`config.mk`:
```
export PLATFORM = sky130hd
export DESIGN_NAME = qcpu_sram_arbiter
export DESIGN_NICKNAME = d
export VERILOG_FILES = /design/src/rtl/qcpu_sram_pkg.sv /design/src/rtl/qcpu_sram_arb_pick.sv /design/src/rtl/qcpu_sram_arbiter.sv
export SDC_FILE = /design/constraint.sdc
export NUM_CORES = 1
export LEC_CHECK = 0
export CORE_MARGIN = 3
export CORE_UTILIZATION = 41
export DETAILED_ROUTE_END_ITERATION = 8
export PLACE_DENSITY_LB_ADDON = 0.3
export SLEW_MARGIN = 20
export SYNTH_ARGS = -nofsm -noshare
export SYNTH_HDL_FRONTEND = slang
export SYNTH_HIERARCHICAL = 1
export SYNTH_SLANG_ARGS = --single-unit
export TNS_END_PERCENT = 30
```
`constraint.sdc`:
```
create_clock -name clk_i -period 3.2 [get_ports clk_i]
set_clock_uncertainty 0.2 [all_clocks]
set_input_delay 0.96 -clock clk_i [delete_from_list [all_inputs] [get_ports clk_i]]
set_output_delay 0.96 -clock clk_i [all_outputs]
set_load 0.01 [all_outputs]
```
`src/rtl/qcpu_sram_pkg.sv`:
```
// Shared types and constants for the QCPU work-SRAM arbiter.
package qcpu_sram_pkg;

  localparam int AW_DEF = 7;
  localparam int DW_DEF = 8;

  typedef enum logic {
    PORT_CPU = 1'b0,
    PORT_EXT = 1'b1
  } port_e;

  typedef struct packed {
    logic              we;
    logic [AW_DEF-1:0] addr;
    logic [DW_DEF-1:0] wdata;
  } access_t;

  function automatic port_e otherPort(input port_e p);
    return (p == PORT_CPU) ? PORT_EXT : PORT_CPU;
  endfunction

endpackage

```
`src/rtl/qcpu_sram_arb_pick.sv`:
```
// Combinational winner select for the two SRAM requesters.
// Build option QCPU_SRAM_ARB_RR_EN selects round-robin instead of fixed priority with starvation guard.
module qcpu_sram_arb_pick
  import qcpu_sram_pkg::*;
(
  input  logic [1:0] req_i,
`ifdef QCPU_SRAM_ARB_RR_EN
  input  port_e      prioPort_i,
`else
  input  logic       starve_i,
`endif
  output logic [1:0] gnt_o
);

  always_comb begin
    gnt_o = 2'b00;
`ifdef QCPU_SRAM_ARB_RR_EN
    if (req_i == 2'b11) begin
      gnt_o = (prioPort_i == PORT_EXT) ? 2'b10 : 2'b01;
    end else begin
      gnt_o = req_i;
    end
`else
    // Port 1 only beats a requesting port 0 once it has been refused long enough.
    if (req_i[1] && (starve_i || !req_i[0])) begin
      gnt_o = 2'b10;
    end else if (req_i[0]) begin
      gnt_o = 2'b01;
    end
`endif
  end

endmodule

```
`src/rtl/qcpu_sram_arbiter.sv`:
```
// Shares the single-port work SRAM between the QCPU core (port 0) and DMA/debug (port 1).
// Define QCPU_SRAM_ARB_RR_EN for round-robin; default is fixed priority with a starvation guard.
module qcpu_sram_arbiter
  import qcpu_sram_pkg::*;
#(
  parameter int AW         = AW_DEF,
  parameter int DW         = DW_DEF,
  parameter int STARVE_MAX = 4
) (
  input  logic          clk_i,
  input  logic          rst_n,
  input  logic          m0_req,
  input  logic          m0_we,
  input  logic [AW-1:0] m0_addr,
  input  logic [DW-1:0] m0_wdata,
  output logic          m0_gnt,
  output logic          m0_rvalid,
  output logic [DW-1:0] m0_rdata,
  input  logic          m1_req,
  input  logic          m1_we,
  input  logic [AW-1:0] m1_addr,
  input  logic [DW-1:0] m1_wdata,
  output logic          m1_gnt,
  output logic          m1_rvalid,
  output logic [DW-1:0] m1_rdata,
  output logic [AW-1:0] sram_addr,
  output logic [DW-1:0] sram_in,
  output logic          sram_gwe,
  input  logic [DW-1:0] sram_out
);

  logic [1:0]    req;
  logic [1:0]    pickGnt;
  logic [1:0]    gnt;
  port_e         winPort;
  logic          selWe;
  logic [AW-1:0] selAddr;
  logic [DW-1:0] selWdata;

  logic [AW-1:0] sramAddr_q, sramAddr_d;
  logic [DW-1:0] sramIn_q, sramIn_d;
  logic          sramGwe_q, sramGwe_d;
  logic          tagValid_q, tagValid_d;
  port_e         tagPort_q, tagPort_d;
  logic [1:0]    rvalid_q, rvalid_d;
  logic [DW-1:0] rdata0_q, rdata0_d;
  logic [DW-1:0] rdata1_q, rdata1_d;

  assign req = {m1_req, m0_req};

`ifdef QCPU_SRAM_ARB_RR_EN
  port_e prioPort_q, prioPort_d;

  qcpu_sram_arb_pick uPick (
    .req_i      (req),
    .prioPort_i (prioPort_q),
    .gnt_o      (pickGnt)
  );

  always_comb begin
    prioPort_d = prioPort_q;
    if (|gnt) prioPort_d = otherPort(winPort);
  end

  always_ff @(posedge clk_i or negedge rst_n) begin
    if (!rst_n) prioPort_q <= PORT_CPU;
    else        prioPort_q <= prioPort_d;
  end
`else
  localparam logic [3:0] STARVE_LIM = 4'(STARVE_MAX);
  logic [3:0] starveCnt_q, starveCnt_d;

  qcpu_sram_arb_pick uPick (
    .req_i    (req),
    .starve_i (starveCnt_q == STARVE_LIM),
    .gnt_o    (pickGnt)
  );

  always_comb begin
    starveCnt_d = '0;
    if (m1_req && !gnt[1]) begin
      starveCnt_d = (starveCnt_q == STARVE_LIM) ? starveCnt_q : starveCnt_q + 4'd1;
    end
  end

  always_ff @(posedge clk_i or negedge rst_n) begin
    if (!rst_n) starveCnt_q <= '0;
    else        starveCnt_q <= starveCnt_d;
  end
`endif

  // Grants are combinational, so gate them so nothing is offered while reset is held.
  assign gnt      = pickGnt & {2{rst_n}};
  assign m0_gnt   = gnt[0];
  assign m1_gnt   = gnt[1];
  assign winPort  = gnt[1] ? PORT_EXT : PORT_CPU;
  assign selWe    = gnt[1] ? m1_we    : m0_we;
  assign selAddr  = gnt[1] ? m1_addr  : m0_addr;
  assign selWdata = gnt[1] ? m1_wdata : m0_wdata;

  always_comb begin
    sramAddr_d = sramAddr_q;
    sramIn_d   = sramIn_q;
    sramGwe_d  = 1'b0;
    tagValid_d = 1'b0;
    tagPort_d  = tagPort_q;
    if (|gnt) begin
      sramAddr_d = selAddr;
      sramIn_d   = selWdata;
      sramGwe_d  = selWe;
      tagValid_d = !selWe;
      tagPort_d  = winPort;
    end
  end

  // The SRAM returns data in the cycle its address is driven; the tag says whose read it is.
  always_comb begin
    rvalid_d = 2'b00;
    rdata0_d = rdata0_q;
    rdata1_d = rdata1_q;
    if (tagValid_q) begin
      if (tagPort_q == PORT_EXT) begin
        rvalid_d[1] = 1'b1;
        rdata1_d    = sram_out;
      end else begin
        rvalid_d[0] = 1'b1;
        rdata0_d    = sram_out;
      end
    end
  end

  always_ff @(posedge clk_i or negedge rst_n) begin
    if (!rst_n) begin
      sramAddr_q <= '0;
      sramIn_q   <= '0;
      sramGwe_q  <= 1'b0;
      tagValid_q <= 1'b0;
      tagPort_q  <= PORT_CPU;
      rvalid_q   <= 2'b00;
      rdata0_q   <= '0;
      rdata1_q   <= '0;
    end else begin
      sramAddr_q <= sramAddr_d;
      sramIn_q   <= sramIn_d;
      sramGwe_q  <= sramGwe_d;
      tagValid_q <= tagValid_d;
      tagPort_q  <= tagPort_d;
      rvalid_q   <= rvalid_d;
      rdata0_q   <= rdata0_d;
      rdata1_q   <= rdata1_d;
    end
  end

  assign sram_addr = sramAddr_q;
  assign sram_in   = sramIn_q;
  assign sram_gwe  = sramGwe_q;
  assign m0_rvalid = rvalid_q[0];
  assign m1_rvalid = rvalid_q[1];
  assign m0_rdata  = rdata0_q;
  assign m1_rdata  = rdata1_q;

endmodule

```
Yosys cells after proc, flatten, opt, wreduce, memory -nomap -nowiden
Cells that the tools add are included.

Bitwise logic cells: 2. Reductions and logical operators: 9. Eq/ne operators: 2. Magnitude comparators: 0. Div/mod/pow operators: 0. Add/sub/neg operators: 1. Shift operators: 0. $mul: 0. Muxes and demuxes: 13.

Operator list (number): $mux 4 (2); $mux 8 (1); $mux 1 (7); $mux 7 (1); $add 4x1->4 const B (1); $eq 4x3->1 const B (1); $mux 2 (2); $reduce_and 2->1 (2); $logic_not 1->1 (3); $and 2x2->2 (1); $logic_and 1x1->1 (2); $ne 2x2->1 const B (1); $reduce_or 2->1 (1); $logic_or 1x1->1 (1); $not 1->1 (1).

Memory bits (read-only): 0. Memories: 0. Flip-flop bits (word level): 40. Output and inout bits: 36. Latch bits: 0. RAM bits: 0. Word-level logic and storage cells: 36.

Longest topological paths before layout
Gate-level depths: netlist of run 1.

Depth after elaboration: 8. Mapped depth: 11.

Hierarchy
Netlist of run 1, hierarchy kept.

By module, submodules not included: qcpu_sram_arbiter (cells an instance 137, times used 1, area an instance 1689.1 µm², seq. area each 1001.0 µm²); qcpu_sram_arb_pick (cells an instance 3, times used 1, area an instance 18.8 µm², seq. area each 0.0 µm²).

Worst setup path after synthesis of run 1
Ideal clock, no wire load.

Path kind: input to output. From: in m0_req. To: out m0_gnt. Setup slack: 0.366 ns. Path buffers: 1. Arrival: 1.674 ns. Stages on the path: 4. Path through: a21boi_0 nand2_4 buf_6 inv_1.

Word-level cells in the longest chain between the ends: 5. Elaborated cells between the ends (all ways): 6. Classes of those cells: mux: 2; bitwise: 1; reduce/logical: 3.

RTL lines: from (decl) (RTL line qcpu_sram_arbiter.sv:12) `input logic m0_req,`; $logic_not 1->1 (RTL line qcpu_sram_arb_pick.sv:25) `if (req_i[1] && (starve_i || !req_i[0])) begin`; $logic_or 1x1->1 (RTL line qcpu_sram_arb_pick.sv:25); $logic_and 1x1->1 (RTL line qcpu_sram_arb_pick.sv:25); $mux 2 (*) (RTL line qcpu_sram_arb_pick.sv:25); $and 2x2->2 (*) (RTL line qcpu_sram_arbiter.sv:93) `assign gnt = pickGnt & {2{rst_n}};`; to (decl) (RTL line qcpu_sram_arbiter.sv:16) `output logic m0_gnt,`.

Every way passes the cells marked *; elsewhere a longest branch is shown, timed or not.

Worst setup path in the final report of run 1
From: in m0_req. To: out m0_gnt.

Word-level cells in the longest chain between the ends: 5. Elaborated cells between the ends (all ways): 6. Classes of those cells: mux: 2; bitwise: 1; reduce/logical: 3.

RTL lines: $logic_not 1->1 (RTL line qcpu_sram_arb_pick.sv:25); $logic_or 1x1->1 (RTL line qcpu_sram_arb_pick.sv:25); $logic_and 1x1->1 (RTL line qcpu_sram_arb_pick.sv:25); $mux 2 (*) (RTL line qcpu_sram_arb_pick.sv:25); via pickGnt[0] (RTL line qcpu_sram_arbiter.sv:33) `logic [1:0] pickGnt;`; $and 2x2->2 (*) (RTL line qcpu_sram_arbiter.sv:93).

Mark *: on every way through the listed nets, which the timed path passes. The rest lies on a longest branch.

==> results of run 1 <==
[critical path: cells and delay by family]
family | cells | cell delay, ns
buffers and inverters | 4 | 0.76
AOI/OAI and AO/OA | 1 | 0.15
and+or+nand+nor | 1 | 0.04
[cell type report]
cell class / count / share of cell area, %
sequential: 40 / 37.9
timing repair buffer: 84 / 31.2
multi-input combinational: 87 / 24.2
clock buffer: 5 / 2.61
tap: 48 / 2.28
inverter: 8 / 1.14
clock inverter: 3 / 0.711
[per-layer routing]
metal  share of wire (%)  global-route usage, %  up-vias
met4                 1.4                   5.01        0
met5                   0                      0        -
met1                  37                   18.2      647
met3                  11                   8.10        6
li1                    -                      -      643
met2                  51                   30.2       61
[cell usage after synthesis (all sizes together)]
master	number
buf	4
nand2b	1
nand3	1
a21boi	2
mux2i	17
xnor2	2
nor2	5
ha	2
a22o	1
or3	1
inv	8
dfrtp	40
a21oi	1
nand2	21
o21ai	16
mux2	16
clkbuf	1
nand3b	1
[cells by family after synthesis]
family / count (synthesis)
AOI/OAI and AO/OA: 20
and+or+nand+nor: 30
buffers and inverters: 13
adders and majority gates: 2
DFF: 40
xor gates and xnor gates: 2
muxes: 33
[metrics by stage]
| step | TNS [ns] | std cells |
|---|---|---|
| 3_3_place_gp | -0.678 | 267 |
| 5_1_grt | 0 | 275 |
| 2_1_floorplan | 0 | 140 |
| 6_report | 0 | 275 |
| 3_5_place_dp | -0.663 | 267 |
| 4_1_cts | -0.0121 | 275 |
[repair_timing]
item,CTS,global route
gates resized for setup,7,3
gates cloned,0,0
buffers inserted,0,0
setup endpoints to repair,2,2
[power by group through the flow]
stage / Clock (mW) / Sequential [mW] / Combinational (mW)
detailed placement: 0 / 0.699 / 0.530
CTS: 0.339 / 0.690 / 0.531
global placement: 0 / 0.687 / 0.511
global route: 0.358 / 0.705 / 0.561
finish: 0.328 / 0.689 / 0.522
floorplan: 0 / 0.746 / 0.150
[sequential cells by signal (all words and copies together), names as in the netlist]
signal and count:
sram_addr 7, m1_rdata 8, starveCnt_q 4, sram_in 8, sram_gwe 1, rvalid_q 2, tagPort_q 1, m0_rdata 8
tagValid_q 1
[worst paths after layout]
check,start,to
max,m0_req,m0_gnt
max in group asynchronous,rst_n,sram_in[2]
max reg2reg,starveCnt_q[0],tagValid_q
min,m1_rdata[6],m1_rdata[6]
min in group asynchronous,rst_n,tagPort_q
min reg2reg,m1_rdata[6],m1_rdata[6]
[cells in the final DEF, fill, tap and decap left out]
cell / synthesis / routed
xnor2_1: 2 / 2
mux2_2: 16 / 16
mux2i_1: 17 / 17
nand2_4: 1 / 1
a21oi_1: 1 / 1
nand3b_1: 1 / 1
clkdlybuf4s50_1: 0 / 75
o21ai_1: 8 / 8
nand3_1: 1 / 1
a22o_1: 1 / 1
dlymetal6s2s_1: 0 / 1
inv_1: 7 / 7
nand2_2: 1 / 1
clkinv_2: 0 / 2
buf_2: 0 / 2
ha_1: 2 / 2
a21boi_1: 1 / 1
or3_1: 1 / 1
clkbuf_8: 0 / 5
nand2_1: 19 / 19
a21boi_2: 0 / 1
clkinv_4: 0 / 1
nand2b_1: 1 / 1
dfrtp_1: 40 / 40
clkdlybuf4s15_2: 0 / 1
o21ai_0: 8 / 8
nor2_1: 5 / 5
inv_2: 1 / 1
buf_4: 2 / 5
==> results.cfg, run 1 <==
[synth]
syn_nets = 186
syn_avg_cell_area_um2 = 12.2
synth_top_area_cell = dfrtp_1
ys_types = 24
synth.area.top_cells = dfrtp_1 (59%), mux2_2 (11%), mux2i_1 (10%)
yosys_warnings = 6
synthCells = 140
muxShareOfSynthArea_pct = 20.5
synth_top_family_by_area = multiplexers
synth_compound_area_share_pct = 6.37
syn-cell-area_um2 = 1710
synth_xor_xnor_area_share_pct = 1.03
synthSimpleGateAreaFrac_pct = 7.77
yosysSeqAreaShare_pct = 58.6
ys_ff_latch = 40
synth_top_area_share_pct = 58.6
synth_fa_ha_area_share_pct = 1.47

[critical_path]
cp_slowest_cell = clkdlybuf4s50_1
ff2ff_path_depth = 10
path_cells = clkdlybuf4s50_1 > a21boi_2 > buf_4 > nand2_4 > inv_1 > buf_2
cp.required_ns = 2.04
crit_arrival_ns = 1.92
critPathKind = in -> out
end_kind = primary output
reg2reg_slack_ns = 0.98
critPathLaunchType = primary input
cp_max_fo = 2
slowest_delay_ns = 0.47

[run_status]
status = finished clean

[final_layout]
drive_gt1_share_pct = 15.9
regArea_um2 = 1000
final_util_pct = 69.0
final_nets = 272
area_growth_pct = 54.5
final_cell_area_um2 = 2640
diodes = 0
final.fill_count = 278
multi_input_area_um2 = 638

[floorplan]
core_area_um2 = 3830
dieWidth_um = 70.5
start_util_pct = 44.6
dieArea_um2 = 4980
num_rows = 22
pin_count = 80
die_h_um = 70.5

[power]
power.static_leakage_nw = 1.24
switchingPower_mw = 0.434
vdd_drop_max_v = 0.000279
p_comb_share_pct = 33.9
pwr-share-clk_pct = 21.3
power_density_nw_per_um2 = 583
seq_power_share_pct = 44.8
power.total_mw = 1.54
sw_frac_of_total_pct = 28.2
p_int_mw = 1.11

[routing]
wl_per_cell_um = 14.5
vias = 1357
antenna_left = 0
routed_wl_um = 3970
dr.pass1.iters = 4
drc = 0
via_per_inst = 4.93
first_iter_violations = 43

[clock_network]
clk_latency_ns = 0.29
clk_pin_slew_ns = 0.07
cts-root-buf = clkbuf_8
tritoncts = yes
htreeDepth = 2
hold_buffers = 0
cts.sink_count = 40
cts.path.max_buffers = 2
numCtsBuffers = 5

[timing]
final_hold_viol_count = 0
drv_slew = 0
fin_ws_ns = 0.120
holdWs_ns = 0.305
grt_setup_unrepaired = false
fin_crit_ns = 3.08
tightest_slew_ns = 0.503
clock.fmax_mhz = 325
maxSlewHeadroom_pct = 66.5
setup_viol = 0
finalCritPeriodShare_pct = 96.2

[placed_design]
post-place-ws_ns = -0.356
routabilityCongestion = 0.770
dp_hpwl_um = 3010
io_buffers = 79
place_area_um2 = 2550

[grt]
grt_max_degree = 41
grt_overflow = 0
antenna_found_initial = 0
grt_pass1_vias = 1439
grt_pass1_wl_um = 6620
grt_usage_pct = 17.1

[worst_hold_path]
holdCritPathClass = reg -> reg
holdPathStages = 1

[run]
drv_cap = 0
Power figures use the tool's default switching activity.
==> run 2, diff against run 1 <==
- GPL_TIMING_DRIVEN: not set -> 0
==> results.cfg, run 2 (synthesis results as in run 1) <==
[run_status]
status = finished clean

[power]
p_int_mw = 1.20
p_comb_share_pct = 32.7
seq_power_share_pct = 42.1
switchingPower_mw = 0.445
power.static_leakage_nw = 1.28
sw_frac_of_total_pct = 27.1
vdd_drop_max_v = 0.000361
pwr-share-clk_pct = 25.2
power_density_nw_per_um2 = 601

[grt]
grt.busiest_layer = met2
grt_pass1_vias = 1459
grt_usage_pct = 17.8
grt_overflow = 0
grt_max_degree = 28
grt_pass1_wl_um = 6890
antenna_found_initial = 0
use_met3_pct = 6.82
grt_util_met2_pct = 30.8
grtUsageMet1_pct = 20.0

[critical_path]
crit_arrival_ns = 1.82
end_kind = primary output
critPathLaunchType = register
cp.required_ns = 2.04
critPathKind = reg -> out
cp_max_fo = 4

[clock_network]
hold_buffers = 0
numCtsBuffers = 5
cts-root-buf = clkbuf_8
htreeDepth = 2
cts.path.max_buffers = 2
clk_latency_ns = 0.29
clk_pin_slew_ns = 0.07
cts.sink_count = 40
tritoncts = yes

[placed_design]
place_inst = 268
routabilityCongestion = 0.773
dp_hpwl_um = 3140
io_buffers = 79
post-place-ws_ns = -0.710
place_area_um2 = 2570

[final_layout]
final_cell_area_um2 = 2730
drive_gt1_share_pct = 18.5
area_growth_pct = 59.9
regArea_um2 = 1000
final.fill_count = 271
diodes = 0
final_cell_mix = clkdlybuf4s50_1 (74), dfrtp_1 (40), nand2_1 (19)
final_common_cell = clkdlybuf4s50_1
final_util_pct = 71.4
final_nets = 277
final_cells = 280
multi_input_area_um2 = 648

[routing]
wl_per_cell_um = 14.7
antenna_left = 0
first_iter_violations = 52
drc = 0
dr.pass1.iters = 4
routed_wl_um = 4120
vias = 1390
via_per_inst = 4.96

[timing]
final_hold_viol_count = 0
grt_setup_unrepaired = false
maxSlewHeadroom_pct = 71.9
setup-tns-final_ns = 0
finalCritPeriodShare_pct = 93.2
setup_viol = 0
drv_slew = 0
tightest_slew_ns = 0.421
clock.fmax_mhz = 335
fin_crit_ns = 2.98
fin_ws_ns = 0.219

[floorplan]
core_area_um2 = 3830
num_rows = 22
start_util_pct = 44.6
dieArea_um2 = 4980
die_h_um = 70.5
dieWidth_um = 70.5
pin_count = 80

[worst_hold_path]
holdCritPathClass = reg -> reg

[run]
drv_cap = 0
[run 2: critical path, stage by stage, from the launching register on]
cell and delay [ns]:
dfrtp_1 0.42, inv_1 0.08, ha_2 0.17, nand3b_1 0.20, inv_2 0.14, inv_1 0.05
a21boi_1 0.13, nand2_1 0.12, inv_4 0.09, buf_2 0.13
[run 2: path summary, 6_finish.rpt]
check                                to            from  slack [ns]  depth (start not counted)
setup reg to reg           sram_addr[6]  starveCnt_q[1]        0.82                         12
min in group asynchronous  sram_addr[1]           rst_n        0.39                          1
hold / removal              m0_rdata[1]     m0_rdata[1]        0.31                          1
setup / recovery                 m1_gnt  starveCnt_q[1]        0.22                          9
max in group asynchronous   rvalid_q[0]           rst_n        1.93                          2
hold reg to reg             m0_rdata[1]     m0_rdata[1]        0.31                          1
[run 2: power groups by stage]
stage / registers [mW] / logic [mW] / clock network (mW)
detailed placement: 0.701 / 0.537 / 0
finish: 0.690 / 0.537 / 0.414
floorplan: 0.746 / 0.150 / 0
global route: 0.703 / 0.578 / 0.444
CTS: 0.692 / 0.546 / 0.427
global placement: 0.688 / 0.513 / 0
[run 2: repair_timing]
item	CTS	global route
resized for setup	13	4
gates cloned	0	0
setup endpoints to repair	2	2
setup buffers	5	0
[run 2: routing by layer]
| metal | part of all wire, % | vias up |
|---|---|---|
| li1 | - | 656 |
| met1 | 38 | 656 |
| met2 | 50 | 69 |
| met3 | 9.7 | 9 |
| met4 | 2.6 | 0 |
| met5 | 0 | - |
[run 2: through the flow]
| stage | total power, mW | hold WS (ns) |
|---|---|---|
| floorplan | 0.896 | 0.279 |
| global placement | 1.20 | 0.286 |
| detailed placement | 1.24 | 0.293 |
| CTS | 1.66 | 0.311 |
| global route | 1.73 | 0.315 |
| finish | 1.64 | 0.307 |
[run 2: final cells by class]
class | count | area share [%]
plain buffers | 4 | 1.42
repair buffers | 85 | 30.6
clock inverters | 3 | 1.74
well taps | 48 | 2.20
clock buffers | 5 | 2.52
flip-flops and latches | 40 | 36.6
inverters | 8 | 1.19
multi-input cells | 87 | 23.7
